### src/rtl/tx_parity_pkg.sv
// Shared constants for the TX frame builder: parity mode encodings and frame layout values.
package tx_parity_pkg;

    localparam int DATA_W = 8;
    localparam int FRAME_W = DATA_W + 3;

    localparam logic [1:0] PAR_NONE  = 2'b00;
    localparam logic [1:0] PAR_ODD   = 2'b01;
    localparam logic [1:0] PAR_EVEN  = 2'b10;
    localparam logic [1:0] PAR_SPACE = 2'b11;

    localparam logic START_BIT = 1'b0;
    localparam logic STOP_BIT  = 1'b1;
    localparam logic [FRAME_W-1:0] IDLE_FRAME = 11'h7FF;

    // Even parity of a data byte (XOR of all bits).
    function automatic logic even_parity8(input logic [7:0] data);
        return ^data;
    endfunction

endpackage

### src/rtl/tx_parity_parity_calc.sv
// Combinational parity-bit generator for one TX frame.
// With TX_PARITY_FORCE_ERR_EN defined, a force_err input inverts the parity bit for modes 01/10/11.
module parity_calc #(
    parameter int DATA_W = 8
) (
    input  logic [DATA_W-1:0] data,
    input  logic [1:0]        mode,
`ifdef TX_PARITY_FORCE_ERR_EN
    input  logic              force_err,
`endif
    output logic              parity
);
    import tx_parity_pkg::*;

    logic xor_s;
    logic calc_s;

    assign xor_s = ^data;

    // Select the parity bit for the requested mode; mode 00 doubles as a second stop bit.
    always_comb begin
        calc_s = STOP_BIT;
        case (mode)
            PAR_NONE:  calc_s = STOP_BIT;
            PAR_ODD:   calc_s = ~xor_s;
            PAR_EVEN:  calc_s = xor_s;
            PAR_SPACE: calc_s = 1'b0;
            default:   calc_s = STOP_BIT;
        endcase
    end

`ifdef TX_PARITY_FORCE_ERR_EN
    // Deliberate error injection; the extra stop bit in mode 00 is never disturbed.
    always_comb begin
        parity = calc_s;
        if (force_err && (mode != PAR_NONE)) begin
            parity = ~calc_s;
        end else begin
            parity = calc_s;
        end
    end
`else
    assign parity = calc_s;
`endif

endmodule

### src/rtl/tx_parity.sv
// TX frame builder: registers {stop, parity, data, start} every cycle with one cycle of latency.
// Optional macro TX_PARITY_FORCE_ERR_EN adds i_Force_Err for parity error injection.
module tx_parity #(
    parameter int DATA_W = 8
) (
    input  logic              i_Pclk,
    input  logic              i_Rstn,
`ifdef TX_PARITY_FORCE_ERR_EN
    input  logic              i_Force_Err,
`endif
    input  logic [1:0]        i_Parity,
    input  logic [DATA_W-1:0] i_Data,
    output logic [DATA_W+2:0] o_Data
);
    import tx_parity_pkg::*;

    localparam int FRAME_BITS = DATA_W + 3;

    logic                  parity_s;
    logic [FRAME_BITS-1:0] frame_s;
    logic [FRAME_BITS-1:0] frame_r;

    parity_calc #(
        .DATA_W    (DATA_W)
    ) u_parity_calc (
        .data      (i_Data),
        .mode      (i_Parity),
`ifdef TX_PARITY_FORCE_ERR_EN
        .force_err (i_Force_Err),
`endif
        .parity    (parity_s)
    );

    // Bit 0 leaves the shift register first, so the start bit sits at the LSB.
    assign frame_s = {STOP_BIT, parity_s, i_Data, START_BIT};

    // Frame register; reset holds the line idle (all ones).
    always_ff @(posedge i_Pclk) begin
        if (!i_Rstn) begin
            frame_r <= {FRAME_BITS{1'b1}};
        end else begin
            frame_r <= frame_s;
        end
    end

    assign o_Data = frame_r;

endmodule

### config.mk
export PLATFORM = sky130hd
export DESIGN_NAME = tx_parity
export DESIGN_NICKNAME = d
export VERILOG_FILES = /design/src/rtl/tx_parity_pkg.sv /design/src/rtl/tx_parity_parity_calc.sv /design/src/rtl/tx_parity.sv
export SDC_FILE = /design/constraint.sdc
export NUM_CORES = 1
export LEC_CHECK = 0
export ABC_AREA = 1
export BUFFER_PORTS_ARGS = -buffer_cell sky130_fd_sc_hd__buf_2
export CAP_MARGIN = 40
export CORE_AREA = 10 10 47 49
export CTS_BUF_LIST = sky130_fd_sc_hd__clkbuf_16
export DETAILED_ROUTE_END_ITERATION = 8
export DIE_AREA = 0 0 57 59
export HOLD_SLACK_MARGIN = 0.03
export PLACE_DENSITY = 0.64
export SLEW_MARGIN = 20
export SYNTH_ARGS = -nofsm -noshare
export SYNTH_HDL_FRONTEND = slang
export SYNTH_SLANG_ARGS = --single-unit
### constraint.sdc
create_clock -name i_Pclk -period 1.55 [get_ports i_Pclk]
set_clock_uncertainty 0.2 [all_clocks]
set_input_delay 0.155 -clock i_Pclk [delete_from_list [all_inputs] [get_ports i_Pclk]]
set_output_delay 0.155 -clock i_Pclk [all_outputs]
set_load 0.05 [all_outputs]
==> results.py <==
metrics = {
    "run_status": {
        "status": "finished clean",
    },
    "finish": {
        "largest_reg_flops": 10,
        "multi_input_comb_area_um2": 199,
        "drive_gt1_share_pct": 29.9,
        "num-fill-cells": 137,
        "syn_to_final_growth_pct": 67.3,
        "finalNetCount": 121,
        "antennaDiodeCount": 0,
        "seq_area_um2": 200,
    },
    "sta": {
        "period_share_pct": 96.1,
        "finalSetupTns_ps": 0,
        "final.setup.worst_slack_ps": 61.0,
        "drv_slew": 0,
        "whs_ps": 450,
        "finalSetupViolations": 0,
        "rsz0062_at_grt": "false",
        "period_minus_slack_ps": 1490,
        "finalHoldViolCount": 0,
        "max_freq_mhz": 672,
    },
    "logic_synthesis": {
        "yosysWarnings": 0,
        "avgSynthCellArea_um2": 6.10,
        "synth_fp_nets": 86,
        "ys_ff_latch": 10,
        "ys_seq_area_share_pct": 44.3,
        "syn_area_um2": 452,
        "ys_types": 9,
        "synthCells": 74,
    },
    "job": {
        "drv_cap": 0,
    },
    "route": {
        "initialDrtViolationCount": 7,
        "firstDrtPassIters": 2,
        "avgViaCountPerCell": 4.03,
        "vias": 496,
        "postRouteAntennaNets": 0,
        "routed_wl_um": 1070,
        "drc_errors": 0,
        "wl_per_cell_um": 8.72,
    },
    "power": {
        "seqPwrFrac_pct": 31.3,
        "p_clk_share_pct": 48.7,
        "p_leak_nw": 0.432,
        "switching_share_pct": 24.7,
        "p_per_area_nw_per_um2": 1170,
        "switching_power_uw": 218,
        "max-vdd-ir-drop_uv": 462,
        "p_comb_share_pct": 20.0,
        "intPower_uw": 666,
    },
    "placement": {
        "gp_congestion": 0.729,
        "port_buffers": 21,
        "place_ws_ps": 435,
        "hpwl_um": 820,
    },
    "floorplan": {
        "ioPinCount": 23,
        "core_area_um2": 1400,
        "fp.dieArea_um2": 3360,
        "fp.dieH_um": 59,
        "num_rows": 14,
        "initial_utilization_pct": 32.2,
        "die_width_um": 57,
    },
    "critical_path": {
        "crit_buf_inv": 3,
        "crit_path_cell_trace": "dlygate4sd3_1, inv_2, nand2_1, dlygate4sd3_1",
        "critPathKind": "in2reg",
        "start_kind": "primary input",
        "crit_path_top_delay_cell": "dlygate4sd3_1",
        "worst_setup_path_end_kind": "flip-flop",
        "worstPathRequired_ps": 1460,
        "worstPathArrival_ps": 1400,
        "crit_fanout": 3,
        "cp_top_family": "buffers and inverters",
        "cp_slowest_stage_delay_ps": 580,
        "critical_path.most_common_cell": "dlygate4sd3_1",
    },
    "clock_tree": {
        "cts-root-buf": "clkbuf_16",
        "clk_pin_slew_ps": 40,
        "cts_max_path_buffers": 2,
        "cts.sink_count": 10,
        "cts_tree": "done",
        "htreeDepth": 1,
        "cts_made_buffers": 3,
    },
    "min_path": {
        "hold_path.class": "in2reg",
    },
    "grt": {
        "antenna_found_initial": 0,
        "grt_max_degree": 10,
        "grt_pass1_vias": 495,
        "grt_pass1_wl_um": 1980,
        "grt_usage_pct": 7.04,
        "overflow": 0,
    },
}
[placed cells by master (no fill, tap or decap)]
master          n
inv_1           4
nand2_2         2
buf_2          20
conb_1          1
nand2_1        46
dfxtp_1        10
dlygate4sd3_1  12
inv_2           7
clkbuf_16       3
nand3_1         2
[worst min-delay path: stages]
cell           delay (ps)
buf_2                 110
nand2_1                50
dlygate4sd3_1         530
[routing by layer]
metal  wire length (um)  track usage (%)  up-vias
li1                   -                -      277
met1                498             8.31      206
met2                537             11.2       13
met3                 38             1.29        0
met4                  0             5.03        0
met5                  0                0        -
[cells in the mapped netlist]
cell	number	area, um2
buf_4	1	7.51
clkbuf_1	1	3.75
conb_1	1	3.75
dfxtp_1	10	200
inv_1	5	18.8
inv_2	6	22.5
nand2_1	46	173
nand2_2	2	12.5
nand3_1	2	10.0
[repair_timing]
action	in CTS	in global routing
gates resized for setup	0	1
endpoints found under the hold margin	10	0
buffers inserted	0	0
endpoints found under the setup margin	0	2
hold buffers	12	0
[cells by family after synthesis]
family        after synthesis  synth area share [%]
buf+inv                    13                  11.6
flops                      10                  44.3
other cells                 1                 0.830
simple gates               50                  43.2
[power by group through the flow]
stage | clock network, mW | logic (mW) | registers, mW
after CTS | 0.442 | 0.179 | 0.276
after detailed placement | 0 | 0.155 | 0.280
after global routing | 0.456 | 0.197 | 0.277
after floorplan | 0 | 0.0607 | 0.335
final | 0.431 | 0.177 | 0.276
after global placement | 0 | 0.153 | 0.280
[worst paths after layout]
path	start	endpoint	slack [ps]	cells after the start
hold / removal	i_Rstn	o_Data[8]	450	3
setup / recovery	i_Data[7]	o_Data[8]	60	4
[through the flow]
| step | power [mW] | area (um2) | utilization, % | instances |
|---|---|---|---|---|
| after global routing | 0.930 | 756 | 53.9 | 123 |
| after CTS | 0.897 | 761 | 54.3 | 124 |
| after global placement | 0.433 | 566 | 40.4 | 109 |
| final | 0.885 | 756 | 53.9 | 123 |
| after detailed placement | 0.435 | 566 | 40.4 | 109 |
| after floorplan | 0.396 | 452 | - | 74 |
[layout make-up]
| class | count | share of cell area [%] |
|---|---|---|
| multi-input cells | 51 | 26.3 |
| inverters | 11 | 5.46 |
| repair buffers | 32 | 29.1 |
| flip-flops and latches | 10 | 26.5 |
| well taps | 16 | 2.65 |
| clock buffers | 3 | 9.93 |
(Power assumes the default switching activity.)
